File: src/rtl/booth_seq_divider.sv
// Sequential signed divider: restoring division on magnitudes, one quotient bit per clock, then sign fix.
// Optional macro DIV_FAST_PATH_EN skips the iterations for divisor 0/+1/-1 and dividend 0.
module booth_seq_divider #(
  parameter int DW = 8,
  parameter int VW = 4
) (
  input  logic                 clk,
  input  logic                 rst_n,
  input  logic                 start,
  input  logic signed [DW-1:0] dividend,
  input  logic signed [VW-1:0] divisor,
  output logic signed [DW-1:0] quotient,
  output logic signed [VW-1:0] remainder,
  output logic                 busy,
  output logic                 done,
  output logic                 div_zero,
  output logic                 ovf
);

  localparam int CW = $clog2(DW + 1);

  typedef enum logic [2:0] {IDLE, PREP, ITER, FIX, DONE} state_t;

  state_t state, state_nxt;

  logic signed [DW-1:0] dd_r;
  logic signed [VW-1:0] dv_r;
  logic [DW-1:0]        qd;
  logic [VW-1:0]        pr;
  logic [VW:0]          mv;
  logic [CW-1:0]        cnt;
  logic                 sign_q, sign_r;

  logic [DW-1:0]        mag_d;
  logic signed [VW:0]   dv_x;
  logic [VW:0]          mag_v;
  logic [VW:0]          sh;
  logic                 ge;
  logic                 fast;

  always_comb begin
    mag_d = dd_r[DW-1] ? -dd_r : dd_r;
    dv_x  = {dv_r[VW-1], dv_r};
    mag_v = dv_r[VW-1] ? -dv_x : dv_x;
    // pr < |divisor| always, so the shifted partial remainder fits in VW+1 bits
    sh    = {pr, qd[DW-1]};
    ge    = (sh >= mv);
`ifdef DIV_FAST_PATH_EN
    fast  = (dv_r == '0) || (dd_r == '0) || (dv_r == VW'(1)) || (dv_r == '1);
`else
    fast  = 1'b0;
`endif
  end

  always_ff @(posedge clk) begin
    if (!rst_n) state <= IDLE;
    else        state <= state_nxt;
  end

  always_comb begin
    state_nxt = state;
    busy      = (state != IDLE);
    done      = (state == DONE);
    case (state)
      IDLE: if (start) state_nxt = PREP;
      PREP: state_nxt = fast ? FIX : ITER;
      ITER: if (cnt == CW'(DW - 1)) state_nxt = FIX;
      FIX:  state_nxt = DONE;
      DONE: state_nxt = IDLE;
      default: state_nxt = IDLE;
    endcase
  end

  always_ff @(posedge clk) begin
    if (!rst_n) begin
      quotient  <= '0;
      remainder <= '0;
      div_zero  <= 1'b0;
      ovf       <= 1'b0;
    end else begin
      case (state)
        IDLE: if (start) begin
          dd_r <= dividend;
          dv_r <= divisor;
        end
        PREP: begin
          // the quotient register starts out holding the dividend magnitude and shifts it out MSB-first
          qd     <= mag_d;
          pr     <= '0;
          mv     <= mag_v;
          cnt    <= '0;
          sign_q <= dd_r[DW-1] ^ dv_r[VW-1];
          sign_r <= dd_r[DW-1];
        end
        ITER: begin
          cnt <= cnt + 1'b1;
          if (ge) begin
            pr <= VW'(sh - mv);
            qd <= {qd[DW-2:0], 1'b1};
          end else begin
            pr <= sh[VW-1:0];
            qd <= {qd[DW-2:0], 1'b0};
          end
        end
        FIX: begin
          div_zero <= (mv == '0);
          ovf      <= (dd_r == {1'b1, {(DW-1){1'b0}}}) && (dv_r == '1);
          if (mv == '0) begin
            quotient  <= '1;
            remainder <= '0;
          end else begin
            quotient  <= sign_q ? -qd : qd;
            remainder <= sign_r ? -pr : pr;
          end
        end
        default: ;
      endcase
    end
  end

endmodule

File: config.mk
export PLATFORM = sky130hd
export DESIGN_NAME = booth_seq_divider
export DESIGN_NICKNAME = d
export VERILOG_FILES = /design/src/rtl/booth_seq_divider.sv
export SDC_FILE = /design/constraint.sdc
export NUM_CORES = 1
export LEC_CHECK = 0
export ABC_AREA = 1
export BUFFER_PORTS_ARGS = -buffer_cell sky130_fd_sc_hd__buf_2
export CORE_MARGIN = 2
export CORE_UTILIZATION = 33
export DETAILED_ROUTE_END_ITERATION = 10
export GPL_TIMING_DRIVEN = 0
export PLACE_DENSITY_LB_ADDON = 0.15
export SKIP_LAST_GASP = 1
export SLEW_MARGIN = 20
export SYNTH_ARGS = -nofsm -noshare
export SYNTH_HDL_FRONTEND = slang
export SYNTH_SLANG_ARGS = --single-unit
File: constraint.sdc
create_clock -name clk -period 4.1 [get_ports clk]
set_input_delay 1.23 -clock clk [delete_from_list [all_inputs] [get_ports clk]]
set_output_delay 1.23 -clock clk [all_outputs]
set_load 0.02 [all_outputs]
Yosys cells after proc, flatten, opt, wreduce, memory -nomap -nowiden
Index checks and enable logic that the tools add are counted.

storage, ports and cells
  register bits after elaboration = 52
  input bits = 15
  output and inout bits = 16
  logic and storage cells = 54

cells by class
  add/sub/neg operators = 6
  $lt $le $gt $ge = 1
  equal/unequal tests = 9
  muxes and demuxes = 14
  bitwise operators = 1
  reduce and logical (&&, ||, !) cells = 9

operators with widths
  cell                                                              number
  8-bit 2-to-1 mux                                                  3
  8-bit negation                                                    2
  4-bit case mux with 2 select lines                                2
  8-bit case mux with 2 select lines                                1
  4-bit 2-to-1 mux                                                  3
  3-bit case mux with 4 select lines                                1
  3-bit 2-to-1 mux                                                  3
  8-bit == test (second input constant)                             1
  3-bit by 2-bit == test with 1-bit output (second input constant)  2
  2-bit AND reduction                                               3
  5-bit >= comparator                                               1
  5-bit logical NOT                                                 1
  4-bit negation with 5-bit output                                  1
  4-bit by 1-bit adder with 4-bit output (second input constant)    1
  4-bit by 3-bit == test with 1-bit output (second input constant)  1
  4-bit == test (second input constant)                             1
  2-bit != test (second input constant)                             2
  4-bit negation                                                    1
  4-bit subtractor                                                  1
  3-bit by 1-bit == test with 1-bit output (second input constant)  1
  3-bit == test (second input constant)                             1
  3-bit logical NOT                                                 1
  3-bit AND reduction                                               1
  3-bit nonzero test                                                1
  4 further kinds                                                   4

Logic depth before layout (Yosys ltp)
Gate-level depths: netlist of run 1.

  word-level depth = 3
  mapped depth = 9
  gate-level depth less buffers = 9

Least setup slack after synthesis of run 1
No wires, ideal clock.

  path kind = input port to flip-flop
  start = input port rst_n
  end = register cnt[0], enable pin
  library setup time = 0.394 ns
  arrival = 2.278 ns
  data required time = 3.706 ns
  slack = 1.428 ns
  stages on the path = 3
  path buffers = 1
  cell sequence = inv_1 > buf_2 > a21oi_1

between the ends
  cells in the longest elaborated chain, start to end = 1

RTL lines
  element                        line  source
  start, declared                8     input logic rst_n,
  2-bit AND reduction (no line)  n/a
  end signal, assigned           96    cnt <= cnt + 1'b1;
  end, declared                  31    logic [CW-1:0] cnt;

No other way between the ends.
A chain may end at the register's enable or synchronous reset.

Worst setup path in the final report of run 1
  start = register state[1]
  end = output port busy

between the ends
  cells in the longest elaborated chain, start to end = 1

RTL lines
  element                 line  source
  start, declared         24    state_t state, state_nxt;
  start signal, assigned  57    else state <= state_nxt;
  3-bit nonzero test      62    busy = (state != IDLE);
  end, declared           14    output logic busy,

No other way between the ends.

==> results.toml, run 1 <==
[synth]
ys_ff_latch = 52
synth_cell_type_count = 33
synth.avg_cell_area_um2 = 9.11
netlist_area_um2 = 2630
ys.flop_type = "edfxtp_1"
synthTopCellsByArea = "edfxtp_1, dfxtp_1, nand2_1"
yosys.area.top_type = "edfxtp_1"
synth_edf_count = 35
async_reset_ff_share_pct = 0
synth_top_area_share_pct = 39.9
netlist_instances = 289
synth_fp_nets = 316
ys_seq_area_share_pct = 52.8
yosysWarningCount = 0

[floorplan]
die_w_um = 93.3
die_h_um = 93.3
rows = 32
ios = 31
core_area_um2 = 7730
die-area_um2 = 8710
start_util_pct = 34.1

[cells_and_area]
final_nets = 354
final_common_cell = "nand2_1"
final-seq-area_um2 = 1390
n_antenna_cell = 0
final_cell_mix = "nand2_1, nor2_1, edfxtp_1, inv_1, buf_2"
multi_input_area_um2 = 1040
fill_cells = 810
area_growth_pct = 15.2
drive_gt1_share_pct = 18.0
final_area_um2 = 3030

[clocking]
h-tree-depth = 2
cts_resized = 0
clockBufferDepth = 2
cts-buffers-inserted = 5
cts_setup_buffers = 0
clkLatencyLatePin_ps = 300
clk_pin_slew_ps = 90
cts_tree = "built"
hold_buffers = 0
cts-root-buf = "clkbuf_8"
clkSinkCount = 52

[sta]
slew_headroom_pct = 37.0
clock_skew_ps = 5.98
fmax_mhz = 428
fin_crit_sh_pct = 56.9
fin_hold_ws_ps = 466
slew_viol_final = 0
fin_crit_ps = 2330
finalSetupViolCount = 0
timing.setup.tns_ps = 0
finalHoldViolCount = 0
rsz0062_at_grt = "false"
worst_slew_pin_slew_ps = 942

[job]
maxCapViolCount = 0

[setup_path]
cp_slowest_stage_delay_ps = 420
end_kind = "primary output"
critical_path_arrival_ps = 1100
startpoint_type = "flip-flop"
crit_type = "flip-flop to primary output"
required_ps = 2870
cp_slowest_cell = "dfxtp_1"
cp_max_fo = 3
crit_chain = "inv_2, nand3_1, buf_2"

[power_and_ir_drop]
power_density_nw_per_um2 = 411
ir_worst_vdd_v = 0.000178
p_leak_nw = 1.35

[grt]
grt_max_degree = 16
antenna_found_initial = 0
grt_pass1_wl_um = 8590
grt_overflow = 0
grt_pass1_vias = 1848
grtUsageTotal_pct = 12.6

[place]
place.gp.congestion = 0.764
dpl_cell_area_um2 = 2930
post-dp-hpwl_um = 3940
portBuffers = 30

[worst_hold_path]
hold_class = "flip-flop to flip-flop"

[routing]
drt_iter0_markers = 73
num_vias = 1920
wire_per_inst_um = 11.6
drc = 0
detail-route-antenna-nets = 0
wl_um = 5000
drtPass1Iterations = 4
routed_via_density = 4.47

[run_status]
run_status = "finished, final reports clean"
-- cells in the mapped netlist, types with 3 or more instances --
cell / count
nand2_1: 57
nor2_1: 37
edfxtp_1: 35
inv_1: 34
nand3_1: 26
dfxtp_1: 17
o21ai_0: 14
ha_1: 11
a21oi_1: 8
xor2_1: 7
nand4_1: 5
buf_6: 3
inv_2: 3
nand2_2: 3
nor3_1: 3
o21ai_1: 3
xnor2_1: 3
-- final cells by class --
| class | count | share of cell area, % |
|---|---|---|
| Timing Repair Buffer | 31 | 5.32 |
| Buffer | 6 | 1.69 |
| Inverter | 39 | 4.95 |
| Clock inverter | 2 | 1.15 |
| Sequential cell | 52 | 45.9 |
| Clock buffer | 6 | 2.39 |
| Tap cell | 102 | 4.21 |
| Multi-Input combinational cell | 192 | 34.4 |
-- registers in the layout (all words and copies together) (netlist names) --
register / flops
sign_q: 1
dv_r: 4
ovf: 1
cnt: 4
mv: 5
state: 3
sign_r: 1
remainder: 4
dd_r: 8
div_zero: 1
pr: 4
qd: 8
quotient: 8
-- critical path: cells and delay by family (launching register included) --
| kind | cells | cell delay (ps) |
|---|---|---|
| buffers and inverters | 2 | 260 |
| DFF | 1 | 420 |
| and+or+nand+nor | 1 | 120 |
-- routing by layer --
layer | wire (µm) | global-route usage (%)
met1 | 2510 | 16.5
met2 | 2230 | 20.8
met3 | 214 | 2.82
met4 | 47 | 3.80
met5 | 0 | 0
-- cell families (layout without fill, tap and decap cells) --
group,after synthesis,after routing,share of synthesized area (%)
AND/OR/NAND/NOR,138,138,23.5
AO/OA/AOI/OAI,31,31,6.56
XOR/XNOR,10,10,3.33
adder cells (fa/ha/maj),12,12,5.99
flip-flops,52,52,52.8
other,1,1,0.142
buffers and inverters,45,84,7.65
-- per-stage QoR --
step	util (%)	cells	worst slack, ps	total power, mW
6_report	39.3	430	1770	1.25
5_1_grt	39.3	430	1680	1.32
4_1_cts	39.3	430	1760	1.27
3_5_place_dp	37.9	422	1470	0.918
3_3_place_gp	37.7	421	709	0.911
2_1_floorplan	-	289	1430	0.845
-- report_power, final --
| part | total (mW) | internal [mW] | switching, mW |
|---|---|---|---|
| registers | 0.655 | 0.620 | 0.0352 |
| logic | 0.248 | 0.0910 | 0.157 |
| clock network | 0.344 | 0.181 | 0.162 |
-- final timing paths --
kind	start	to	slack, ps	cells after the start
min	dd_r[7]	sign_r	470	0
max	state[1]	busy	1770	3
max reg2reg	pr[1]	qd[0]	2370	7
min reg2reg	dd_r[7]	sign_r	470	0
Note: power is estimated with default switching activity, not from simulation.
==> run 2, diff against run 1 <==
--- a/config.mk
+++ b/config.mk
@@ -5,7 +5,7 @@
 export SDC_FILE = /design/constraint.sdc
 export NUM_CORES = 1
 export LEC_CHECK = 0
-export ABC_AREA = 1
+export ABC_AREA = 0
 export BUFFER_PORTS_ARGS = -buffer_cell sky130_fd_sc_hd__buf_2
 export CORE_MARGIN = 2
 export CORE_UTILIZATION = 33
==> constraint.sdc (replaced) <==
create_clock -name clk -period 2.2 [get_ports clk]
set_input_delay 0.66 -clock clk [delete_from_list [all_inputs] [get_ports clk]]
set_output_delay 0.66 -clock clk [all_outputs]
set_load 0.02 [all_outputs]
==> run 2 against run 1 <==
  * Non-clock buffer count up 4
  * Critical path depth rose by 2
  * Synthesized cell count decreased by 19%
  * Core utilization shrank 0.37 points
==> results.toml, run 2 <==
[place]
place.gp.congestion = 0.818
portBuffers = 30
dpl_cell_area_um2 = 2870
post-dp-hpwl_um = 3570

[floorplan]
rows = 32
start_util_pct = 33.6
core_area_um2 = 7650
die_w_um = 92.2
ios = 31
die_h_um = 92.2
die-area_um2 = 8500

[cells_and_area]
drive_gt1_share_pct = 19.4
multi_input_area_um2 = 1110
n_antenna_cell = 0
reg_top3 = "dd_r (8), qd (8), quotient (8)"
final_area_um2 = 2970
fill_cells = 770
final_nets = 299
final_cell_mix = "buf_2, edfxtp_1, nand2_1, o21ai_0, dfxtp_1"
area_growth_pct = 15.9
final_util_pct = 38.9
final-seq-area_um2 = 1390

[grt]
grt_max_degree = 18
grtUsageTotal_pct = 11.7
antenna_found_initial = 0
grt_pass1_vias = 1600
grt_pass1_wl_um = 7710
grt_overflow = 0

[clocking]
clk_pin_slew_ps = 110
clockBufferDepth = 2
cts_setup_buffers = 0
h-tree-depth = 2
cts-buffers-inserted = 5
clkSinkCount = 52
cts-root-buf = "clkbuf_8"
clkLatencyLatePin_ps = 310
cts_tree = "built"

[sta]
slew_viol_final = 0
fin_crit_sh_pct = 91.8
finalHoldViolCount = 0
fmax_mhz = 495
finalSetupViolCount = 0
clock_skew_ps = 15.9
fin_hold_ws_ps = 454
worst_slew_pin_slew_ps = 822
slew_headroom_pct = 44.4
rsz0062_at_grt = "false"
fin_crit_ps = 2020

[setup_path]
cp_slowest_cell = "edfxtp_1"
cp_slowest_stage_delay_ps = 470
required_ps = 2270
timing.rr.start = "pr[1]"
cp_max_fo = 5
end_kind = "flip-flop"
reg2reg_depth = 5
crit_type = "flip-flop to flip-flop"
crit_chain = "ha_1, a21oi_1, o21ai_1, a31oi_4, mux2_2"
startpoint_type = "flip-flop"
regToRegSetupSlack_ps = 180
critical_path_arrival_ps = 2090
rr_endpoint = "pr[0]"

[power_and_ir_drop]
p_leak_nw = 1.17
ir_worst_vdd_v = 0.000290
power_density_nw_per_um2 = 713
power_mw = 2.12

[synth]
ys.flop_type = "edfxtp_1"
yosys.area.top_type = "edfxtp_1"
synth_top_area_share_pct = 41.0
ys_seq_area_share_pct = 54.2
async_reset_ff_share_pct = 0
synthTopCellsByArea = "edfxtp_1, dfxtp_1, ha_1"
synth.avg_cell_area_um2 = 11.0
yosysWarningCount = 0
synth.most_common_cell = "edfxtp_1"
synth_cell_type_count = 39
ys_ff_latch = 52
synth_edf_count = 35
netlist_instances = 234
synth_fp_nets = 261
synth.cells.most_frequent = "edfxtp_1, nand2_1, o21ai_0, dfxtp_1, inv_1"
netlist_area_um2 = 2570

[routing]
routed_via_density = 4.62
wl_um = 4740
detail-route-antenna-nets = 0
num_vias = 1734
drtPass1Iterations = 4
drt_iter0_markers = 95
wire_per_inst_um = 12.6
drc = 0

[worst_hold_path]
holdCritStartpoint = "remainder[0]"
min_delay_worst_endpoint = "remainder[0]"
hold_class = "flip-flop to flip-flop"
holdPathStages = 2

[run_status]
run_status = "finished, final reports clean"

[job]
maxCapViolCount = 0
## run 2: cell types whose count changed in the layout (fill, tap and decap cells not counted), moves of 5 or more
cell      delta
nand2b_1     +5
nand4_1      -5
nand3_1     -19
nand2_1     -32
inv_1       -20
a31oi_1      +8
nor2_1      -26
xnor2_1      +7
o21ai_0      +6
## run 2: cell type report
type | instances | area share (%)
clock buffers | 5 | 2.31
flip-flops and latches | 52 | 46.8
clock inverters | 3 | 0.757
plain buffers | 10 | 1.47
multi-input cells | 158 | 37.3
well taps | 102 | 4.29
inverters | 14 | 1.77
repair buffers | 31 | 5.30
## run 2: logic make-up after synthesis
group / count (synthesis) / share of synthesized area, %
compound gates: 48 / 12.1
mux: 6 / 2.44
buf+inv: 24 / 3.75
other cells: 1 / 0.146
flops: 52 / 54.2
fa+ha+maj: 12 / 6.14
xor+xnor: 19 / 6.48
simple gates: 72 / 14.7
## run 2: timing repair
item / 4_1_cts / 5_1_grt
setup endpoints to repair: 0 / 2
hold buffers: 0 / 0
resized for setup: 0 / 1
## run 2: per-layer routing
metal | routed length [µm] | GRT usage (%) | up-vias
met5 | 0 | 0 | -
met4 | 71 | 4.10 | 0
met3 | 225 | 3.37 | 5
met2 | 2060 | 18.1 | 38
met1 | 2380 | 15.8 | 788
li1 | - | - | 903
## run 2: worst max-delay path by stage
stage,cells after the start,start,end,slack (ps)
floorplan,2,rst_n,dd_r[0],110
global placement,3,rst_n,dd_r[5],-620
detailed placement,5,pr[1],pr[1],120
CTS,5,pr[1],pr[1],110
global route,5,pr[1],pr[1],50
finish,5,pr[1],pr[0],180
## run 2: stage by stage
step | cells | worst slack [ps] | setup TNS (ps)
floorplan | 234 | 113 | 0
detailed placement | 367 | 119 | 0
CTS | 375 | 107 | 0
global route | 375 | 50.6 | 0
finish | 375 | 181 | 0
global placement | 366 | -625 | -11550
## run 2: worst max-delay path, delay by kind of cell (launching register included)
family | cells | cell delay (ps)
AO/OA/AOI/OAI | 3 | 550
multiplexers | 1 | 360
adder cells (fa/ha/maj) | 1 | 380
flip-flops | 1 | 470
## run 2: report_power, final
| part | total, mW | switching (mW) | internal [mW] |
|---|---|---|---|
| clock | 0.565 | 0.336 | 0.229 |
| sequential | 1.19 | 0.0508 | 1.14 |
| combinational | 0.371 | 0.219 | 0.152 |
==> run 3, diff against run 2 <==
--- a/config.mk
+++ b/config.mk
@@ -8,7 +8,7 @@
 export ABC_AREA = 0
 export BUFFER_PORTS_ARGS = -buffer_cell sky130_fd_sc_hd__buf_2
 export CORE_MARGIN = 2
-export CORE_UTILIZATION = 33
+export CORE_UTILIZATION = 25
 export DETAILED_ROUTE_END_ITERATION = 10
 export GPL_TIMING_DRIVEN = 0
 export PLACE_DENSITY_LB_ADDON = 0.15
==> run 3 against run 2 <==
  * Flip-flop and latch count unchanged
  * Non-clock buffer count up 1
  * Critical endpoint unchanged
  * Final cell count up 8.5%
==> results.toml, run 3 (same netlist as run 2, synthesis figures left out) <==
[setup_path]
crit_type = "flip-flop to flip-flop"
startpoint_type = "flip-flop"
cp_slowest_cell = "edfxtp_1"
reg2reg_depth = 5
regToRegSetupSlack_ps = 170
cp_slowest_stage_delay_ps = 460
timing.rr.start = "pr[1]"
crit_end = "pr[0]"
cp_max_fo = 5
required_ps = 2270
critical_path_arrival_ps = 2100
rr_endpoint = "pr[0]"
end_kind = "flip-flop"
startpoint = "pr[1]"
crit_chain = "ha_1, a21oi_1, o21ai_1, a31oi_4, mux2_2"

[floorplan]
die_h_um = 105
start_util_pct = 26.0
die-area_um2 = 11100
die_w_um = 105
rows = 36
core_area_um2 = 9860
ios = 31

[sta]
fin_crit_sh_pct = 92.3
fin_crit_ps = 2030
slew_headroom_pct = 39.8
fmax_mhz = 492
finalHoldViolCount = 0
rsz0062_at_grt = "false"
worst_slack_ps = 170
finalSetupViolCount = 0
clock_skew_ps = 8.27
slew_viol_final = 0
worst_slew_pin_slew_ps = 901

[clocking]
cts_tree = "built"
clkSinkCount = 52
clockBufferDepth = 2
cts_setup_buffers = 0
clk_pin_slew_ps = 100
cts-root-buf = "clkbuf_8"
cts-buffers-inserted = 5
hold_buffers = 0
cts_resized = 0
h-tree-depth = 2
clkLatencyLatePin_ps = 300

[routing]
routed_via_density = 4.23
detail-route-antenna-nets = 0
drtPass1Iterations = 4
drc = 0
num_vias = 1722
wire_per_inst_um = 12.2
drt_iter0_markers = 54
wl_um = 4980

[run_status]
run_status = "finished, final reports clean"

[cells_and_area]
final-seq-area_um2 = 1390
final_cell_count_no_fill = 407
reg_top3 = "dd_r (8), qd (8), quotient (8)"
final_area_um2 = 3050
final_util_pct = 30.9
final_nets = 300
drive_gt1_share_pct = 19.7
fill_cells = 1014
final_cell_mix = "buf_2, edfxtp_1, nand2_1, o21ai_0, dfxtp_1"
n_antenna_cell = 0
multi_input_area_um2 = 1110
area_growth_pct = 18.9

[job]
maxCapViolCount = 0

[grt]
grt_pass1_wl_um = 8340
grtUsageTotal_pct = 9.62
grt_max_degree = 17
antenna_found_initial = 0
grt_pass1_vias = 1669
grt_overflow = 0

[power_and_ir_drop]
power_mw = 2.26
p_leak_nw = 1.19
ir_worst_vdd_v = 0.000384
power_density_nw_per_um2 = 740

[worst_hold_path]
hold_class = "flip-flop to flip-flop"
holdCritStartpoint = "remainder[2]"

[place]
place.gp.congestion = 0.711
dpl_cell_area_um2 = 2920
placed_cells_incl_taps = 399
post-dp-hpwl_um = 3910
dp_slack_ps = 114
portBuffers = 30
run 3: through the flow:
| stage | TNS (ps) | hold WS [ps] |
|---|---|---|
| 2_1_floorplan | 0 | 424 |
| 3_3_place_gp | -13990 | 442 |
| 3_5_place_dp | 0 | 446 |
| 4_1_cts | 0 | 459 |
| 5_1_grt | 0 | 483 |
| 6_report | 0 | 457 |
run 3: critical path: cells and delay by family, from the launching register on:
family,cells,cell delay (ps)
AO/OA/AOI/OAI,3,580
adder cells (fa/ha/maj),1,380
flip-flops,1,460
multiplexers,1,370
run 3: routing by layer:
| layer | track usage [%] | wire length (µm) | up-vias |
|---|---|---|---|
| met5 | 0 | 0 | - |
| met4 | 3.71 | 80 | 0 |
| met3 | 2.41 | 240 | 7 |
| met2 | 13.3 | 2010 | 41 |
| met1 | 14.2 | 2650 | 769 |
| li1 | - | - | 905 |
run 3: where the power goes:
part | leakage, nW | internal, mW | switching (mW)
Combinational | 0.667 | 0.154 | 0.223
Clock | 0.0614 | 0.372 | 0.319
Sequential | 0.463 | 1.14 | 0.0531
run 3: how the worst min path moves through the flow:
stage / endpoint / slack (ps) / cells after the start
6_report: remainder[2] / 460 / 2
5_1_grt: remainder[2] / 480 / 2
3_3_place_gp: remainder[2] / 440 / 2
2_1_floorplan: sign_r / 420 / 0
3_5_place_dp: remainder[2] / 450 / 2
4_1_cts: remainder[2] / 460 / 2
run 3: final cells by class:
| type | count | area share (%) |
|---|---|---|
| Buffer | 10 | 1.44 |
| Tap cell | 133 | 5.46 |
| Clock buffer | 6 | 2.71 |
| Multi-Input combinational cell | 158 | 36.4 |
| Clock inverter | 2 | 1.27 |
| Inverter | 14 | 1.72 |
| Timing Repair Buffer | 32 | 5.41 |
| Sequential cell | 52 | 45.6 |
